===== src/rtl/dmem_arbiter.sv =====
// Two-port data-memory arbiter: processor (p) and external (x) share one memory with 1-cycle responses.
// Define DMEM_ARBITER_STARVE_GUARD_EN to let a starved x request override processor priority.
module dmem_arbiter #(
  parameter int unsigned STARVE_LIMIT = 3
) (
  input  logic        clk,
  input  logic        rst,
  input  logic        p_req_val,
  input  logic        p_req_type,
  input  logic [31:0] p_req_addr,
  input  logic [31:0] p_req_wdata,
  output logic        p_req_rdy,
  output logic        p_resp_val,
  output logic [31:0] p_resp_rdata,
  input  logic        x_req_val,
  input  logic        x_req_type,
  input  logic [31:0] x_req_addr,
  input  logic [31:0] x_req_wdata,
  output logic        x_req_rdy,
  output logic        x_resp_val,
  output logic [31:0] x_resp_rdata,
  output logic        mem_req_val,
  output logic        mem_req_type,
  output logic [31:0] mem_req_addr,
  output logic [31:0] mem_req_wdata,
  input  logic [31:0] mem_resp_rdata
);
  typedef enum logic [1:0] {IDLE, RESP_P, RESP_X} owner_t;

  owner_t      r_owner, w_owner_nxt;
  logic [31:0] r_rdata;
  logic        w_x_first, w_p_gnt, w_x_gnt;

  if (STARVE_LIMIT < 1 || STARVE_LIMIT > 7) begin : g_bad_limit
    $error("dmem_arbiter: STARVE_LIMIT must be 1..7");
  end

`ifdef DMEM_ARBITER_STARVE_GUARD_EN
  localparam logic [2:0] LIMIT = 3'(STARVE_LIMIT);
  logic [2:0] r_wait_cnt;

  assign w_x_first = x_req_val && (r_wait_cnt == LIMIT);

  // Counts cycles x was waiting but lost; saturates so the override stays armed.
  always_ff @(posedge clk or posedge rst) begin
    if (rst)                                  r_wait_cnt <= '0;
    else if (w_x_gnt)                         r_wait_cnt <= '0;
    else if (x_req_val && r_wait_cnt != LIMIT) r_wait_cnt <= r_wait_cnt + 3'd1;
  end
`else
  assign w_x_first = 1'b0;
`endif

  assign w_p_gnt   = !rst && p_req_val && !w_x_first;
  assign w_x_gnt   = !rst && x_req_val && !w_p_gnt;
  assign p_req_rdy = w_p_gnt;
  assign x_req_rdy = w_x_gnt;

  always_comb begin
    mem_req_val   = 1'b0;
    mem_req_type  = 1'b0;
    mem_req_addr  = '0;
    mem_req_wdata = '0;
    if (w_p_gnt) begin
      mem_req_val   = 1'b1;
      mem_req_type  = p_req_type;
      mem_req_addr  = p_req_addr;
      mem_req_wdata = p_req_wdata;
    end else if (w_x_gnt) begin
      mem_req_val   = 1'b1;
      mem_req_type  = x_req_type;
      mem_req_addr  = x_req_addr;
      mem_req_wdata = x_req_wdata;
    end
  end

  always_ff @(posedge clk or posedge rst) begin
    if (rst) r_owner <= IDLE;
    else     r_owner <= w_owner_nxt;
  end

  always_comb begin
    w_owner_nxt = IDLE;
    if (w_p_gnt)      w_owner_nxt = RESP_P;
    else if (w_x_gnt) w_owner_nxt = RESP_X;
  end

  // Writes return zero data, so the mux happens before the register.
  always_ff @(posedge clk or posedge rst) begin
    if (rst)              r_rdata <= '0;
    else if (mem_req_val) r_rdata <= mem_req_type ? 32'd0 : mem_resp_rdata;
    else                  r_rdata <= '0;
  end

  assign p_resp_val   = (r_owner == RESP_P);
  assign x_resp_val   = (r_owner == RESP_X);
  assign p_resp_rdata = p_resp_val ? r_rdata : 32'd0;
  assign x_resp_rdata = x_resp_val ? r_rdata : 32'd0;
endmodule


===== config.mk =====
export PLATFORM = sky130hd
export DESIGN_NAME = dmem_arbiter
export DESIGN_NICKNAME = d
export VERILOG_FILES = /design/src/rtl/dmem_arbiter.sv
export SDC_FILE = /design/constraint.sdc
export NUM_CORES = 1
export LEC_CHECK = 0
export CORE_AREA = 2 2 115 117
export CTS_CLUSTER_DIAMETER = 200
export CTS_CLUSTER_SIZE = 24
export DETAILED_ROUTE_END_ITERATION = 16
export DIE_AREA = 0 0 117 119
export DONT_BUFFER_PORTS = 1
export MAX_ROUTING_LAYER = met4
export PLACE_DENSITY = 0.35
export RECOVER_POWER = 50
export REMOVE_ABC_BUFFERS = 1
export SLEW_MARGIN = 10
export SYNTH_ARGS = -nofsm -noshare
export SYNTH_HDL_FRONTEND = slang
export SYNTH_SLANG_ARGS = --single-unit

===== constraint.sdc =====
create_clock -name clk -period 3.35 [get_ports clk]
set_clock_uncertainty 0.1 [all_clocks]
set_input_delay 0.5025 -clock clk [delete_from_list [all_inputs] [get_ports clk]]
set_output_delay 0.5025 -clock clk [all_outputs]
set_load 0.005 [all_outputs]

==> out/results.ini, run 1 <==
[layout]
finalNetCount=510
drive_gt1_frac=0.122
finalInstanceArea_mm2=0.00313
areaGrowthSynthToFinish_pct=6.87
n_antenna_cell=0
final_util=0.243
fillers=1398
final-instance-count-excl-fill=521

[die]
die_area_mm2=0.0139
die_height_um=119
io_pins=300
die_w_um=117
start_util=0.228
num_rows=42
core_area_mm2=0.0129

[detailed_routing]
first_iter_violations=127
drc=0
detail-route-antenna-nets=0
wl_um=9900
vias=2556
first_pass_iters=4
via_per_inst=4.91
routedWlPerCell_um=19.0

[critical_path]
setup.worst_path.end_class=output pin
worstPathCellList=nor2b_2, and2_1
setup.worst_path.class=flop to output pin
critPathArrivalTime_ns=1.68
start_kind=flop
worstPathMaxFanout=33
crit_required_ns=2.75
cpPeakStageDelay_ns=0.75
critPathLaunch=r_owner[1]
critPathSlowestCell=nor2b_2

[yosys]
yosys.area_share.simple=0.408
synth.area.top_cells=dfrtp_1 (29%), nand3b_1 (17%), and2_1 (14%)
async_flop_share=1.00
syn_area_per_cell_um2=7.75
synth_edf_count=0
synth_top_family_by_area=simple AND/OR/NAND/NOR gates
ys_ff_latch=34
synth_top_area_frac=0.290
yosysWarnings=0
ys_seq_area_frac=0.290
synth_cell_types=17
synth_common_cells=a21oi_1 (65), nand2_1 (65), nand3b_1 (65)
synth_fa_ha_area_frac=0
synthXorXnorAreaFrac=0
synthMuxAreaShare=0
synth_compound_gate_area_share=0.231
yosys.area.top_type=dfrtp_1
ys.flop_type=dfrtp_1
synth_area_mm2=0.00293
syn_inst=378

[grt]
overflow=0
globalRouteTotalUtil=0.133
antenna_found_initial=0
grt_max_degree=137
grt_pass1_wl_um=13600
grt_pass1_vias=2241

[timing]
tightest_slew_ns=1.36
slew_headroom=0.0926
finalSetupViolations=0
setup_slack_ns=1.07
post-route-period-util=0.682
rsz0062_at_grt=false
min_period_ns=2.28
finalSetupTns_ns=0
max_freq_mhz=438
maxSlewViolCount=0
hold_viol_final=0

[flow_run]
drv_cap=0

[power]
p_sw_w=0.000244
p_per_area_mw_per_mm2=348
pwr-share-comb=0.134
peakVddDrop_uv=208
clockPowerShare=0.468
pwr-share-seq=0.398
p_sw_frac=0.224
p_leak_nw=1.19
p_int_w=0.000845

[place]
place.port_buffers=0
hpwl_um=7360
place_inst=513
gp_congestion=0.711
pre_cts_ws_ns=1.28
place_area_mm2=0.00297

[clocking]
post_cts_buffers=0
cts_root_buffer=clkbuf_16
clock_sinks=34
cts.htree.levels=2
cts.hold.buffers_added=0
numCtsBuffers=5
ctsResizeCount=0
clk_pin_slew_ns=0.05
cts_tree=done
clockBufferDepth=2

[worst_hold_path]
min-delay-start=rst
min_path_type=input pin to flop

[status]
outcome=finished, final reports clean

routing by layer:
metal	part of all wire	GRT usage	vias up
li1	-	-	1193
met1	0.39	0.152	1176
met2	0.51	0.234	181
met3	0.087	0.0265	6
met4	0.011	0.0353	0
met5	0	-	-
final cells by class:
class	instances	area, µm²	area share
Inverter	1	3.75	0.00120
Timing Repair Buffer	2	15.0	0.00479
Clock buffer	7	133	0.0423
Multi-Input combinational cell	300	1880	0.600
Tap cell	176	220	0.0703
Clock inverter	1	30.0	0.00959
Sequential cell	34	851	0.272
registers in the layout (all words and copies together), names as in the netlist:
signal,cells
r_rdata,32
r_owner,2
final timing paths:
path,to,slack [ns],cells after the start
setup / recovery,p_resp_rdata[11],1.07,2
max in group asynchronous,r_rdata[7],1.90,1
min in group asynchronous,r_rdata[3],0.44,1
hold / removal,r_owner[1],0.23,1
stage by stage:
stage	hold slack, ns	total power [W]
finish	0.229	0.00109
global route	0.199	0.00114
CTS	0.186	0.00111
detailed placement	0.483	0.000592
global placement	0.484	0.000592
floorplan	0.348	0.000560
cell usage in the layout, fill, tap and decap left out, drive strengths merged:
| cell | n |
|---|---|
| a21oi | 65 |
| dfrtp | 34 |
| a21boi | 32 |
| buf | 2 |
| nor3b | 2 |
| or3b | 1 |
| and2 | 64 |
| nor2b | 3 |
| or4b | 1 |
| bufinv | 1 |
| nor2 | 2 |
| nand3b | 65 |
| clkbuf | 7 |
| inv | 1 |
| nand2 | 65 |
critical path: cells and delay by family (launching register included):
| kind | cells | cell delay (ns) |
|---|---|---|
| flops | 1 | 0.38 |
| simple gates | 2 | 1.01 |
power by group through the flow:
| stage | Clock, W | Sequential [W] | Combinational [W] |
|---|---|---|---|
| 2_1_floorplan | 0 | 0.000438 | 0.000123 |
| 3_3_place_gp | 0 | 0.000441 | 0.000151 |
| 3_5_place_dp | 0 | 0.000441 | 0.000151 |
| 4_1_cts | 0.000529 | 0.000434 | 0.000152 |
| 5_1_grt | 0.000540 | 0.000436 | 0.000166 |
| 6_report | 0.000509 | 0.000434 | 0.000146 |
cells by family (layout without fill, tap and decap cells):
group | count (synthesis) | count (layout)
flops | 34 | 34
simple gates | 203 | 203
buf+inv | 44 | 11
compound gates | 97 | 97
(Power assumes the default switching activity.)
==> run 2, diff against run 1 <==
==> constraint.sdc (replaced) <==
create_clock -name clk -period 2.2 [get_ports clk]
set_clock_uncertainty 0.1 [all_clocks]
set_input_delay 0.33 -clock clk [delete_from_list [all_inputs] [get_ports clk]]
set_output_delay 0.33 -clock clk [all_outputs]
set_load 0.005 [all_outputs]
==> out/results.ini, run 2 (same netlist as run 1, synthesis figures left out) <==
[detailed_routing]
first_iter_violations=134
detail-route-antenna-nets=0
drc=0
routedWlPerCell_um=18.9
vias=2564
wl_um=9880
first_pass_iters=5
via_per_inst=4.91

[timing]
tightest_slew_ns=1.30
hold_viol_final=0
finalSetupViolations=0
post-route-period-util=0.756
slew_headroom=0.130
rsz0062_at_grt=false
min_period_ns=1.66
maxSlewViolCount=0
max_freq_mhz=601
finalSetupTns_ns=0

[worst_hold_path]
min_path_type=input pin to flop
min-delay-start=rst

[clocking]
clockBufferDepth=2
numCtsBuffers=5
cts.hold.buffers_added=0
cts.htree.levels=2
ctsResizeCount=0
clk_pin_slew_ns=0.05
clock_sinks=34
cts_root_buffer=clkbuf_16
post_cts_buffers=0
cts_tree=done

[power]
peakVddDrop_uv=274
p_per_area_mw_per_mm2=502
p_leak_nw=1.19

[grt]
grt_pass1_vias=2273
grt_pass1_wl_um=13700
overflow=0
globalRouteTotalUtil=0.132
antenna_found_initial=0
grt_max_degree=137

[layout]
regMostFlops=r_rdata
most-common-layout-cells=nand2_1 (65), nand3b_1 (65), a21oi_1 (65), and2_1 (64), dfrtp_1 (34)
areaGrowthSynthToFinish_pct=6.62
drive_gt1_frac=0.127
n_antenna_cell=0
largest_reg_flops=32
finalNetCount=511
largestRegisters=r_rdata (32), r_owner (2)
finalInstanceArea_mm2=0.00312

[critical_path]
worstPathMaxFanout=33
critPathSlowestCell=dfrtp_1
critPathLaunch=r_owner[0]
crit_family=flip-flops
cpPeakStageDelay_ns=0.38
setup.worst_path.class=flop to output pin
start_kind=flop
setup.worst_path.end_class=output pin
worstPathCellList=nor2b_2, buf_4, and2_1
crit_required_ns=1.77
critPathArrivalTime_ns=1.23
path_buf_inv=1

[die]
start_util=0.228
die_height_um=119
die_area_mm2=0.0139
die_w_um=117
io_pins=300
num_rows=42
core_area_mm2=0.0129

[place]
place_area_mm2=0.00298
gp_congestion=0.757
hpwl_um=7400
place.port_buffers=0

[flow_run]
drv_cap=0

[status]
outcome=finished, final reports clean

==> run 2: changes by cell type in the layout (fill, tap and decap cells not counted) <==
cell,delta
buf_4,+1
bufinv_16,-1
clkbuf_1,-1
clkbuf_8,+1
clkinv_2,+1
==> run 2: routing by layer <==
metal	vias to the layer above	part of all wire	global-route usage	routed length, µm
li1	1198	-	-	-
met1	1178	0.40	0.155	3920
met2	180	0.51	0.233	4990
met3	8	0.086	0.0244	847
met4	0	0.012	0.0309	123
met5	-	0	-	0
==> run 2: through the flow <==
step,utilization,setup WS [ns],std cells,hold slack (ns),total power [W]
6_report,0.243,0.536,522,0.0713,0.00157
5_1_grt,0.243,0.402,522,0.0342,0.00165
4_1_cts,0.243,0.498,522,0.0187,0.00161
3_5_place_dp,0.231,0.651,514,0.312,0.000901
3_3_place_gp,0.231,0.657,514,0.311,0.000901
2_1_floorplan,-,0.359,335,0.175,0.000853
==> run 2: layout make-up <==
cell class / count / area [µm²]
repair buffers: 3 / 22.5
inverters: 1 / 3.75
clock buffers: 7 / 143
clock inverters: 1 / 5.00
multi-input cells: 300 / 1880
flip-flops and latches: 34 / 851
well taps: 176 / 220
fillers: 1412 / 9750
==> run 2: where the power goes <==
| part | switching (W) | internal, W |
|---|---|---|
| Clock | 0.000238 | 0.000448 |
| Combinational | 0.000120 | 0.000103 |
| Sequential | 0.0000106 | 0.000650 |
==> run 2: path summary, 6_finish.rpt <==
check | to | slack, ns | cells after the start
min in group asynchronous | r_owner[1] | 0.26 | 1
worst max-delay path | x_resp_rdata[16] | 0.54 | 3
max in group asynchronous | r_rdata[30] | 0.96 | 1
worst min-delay path | r_owner[1] | 0.07 | 1
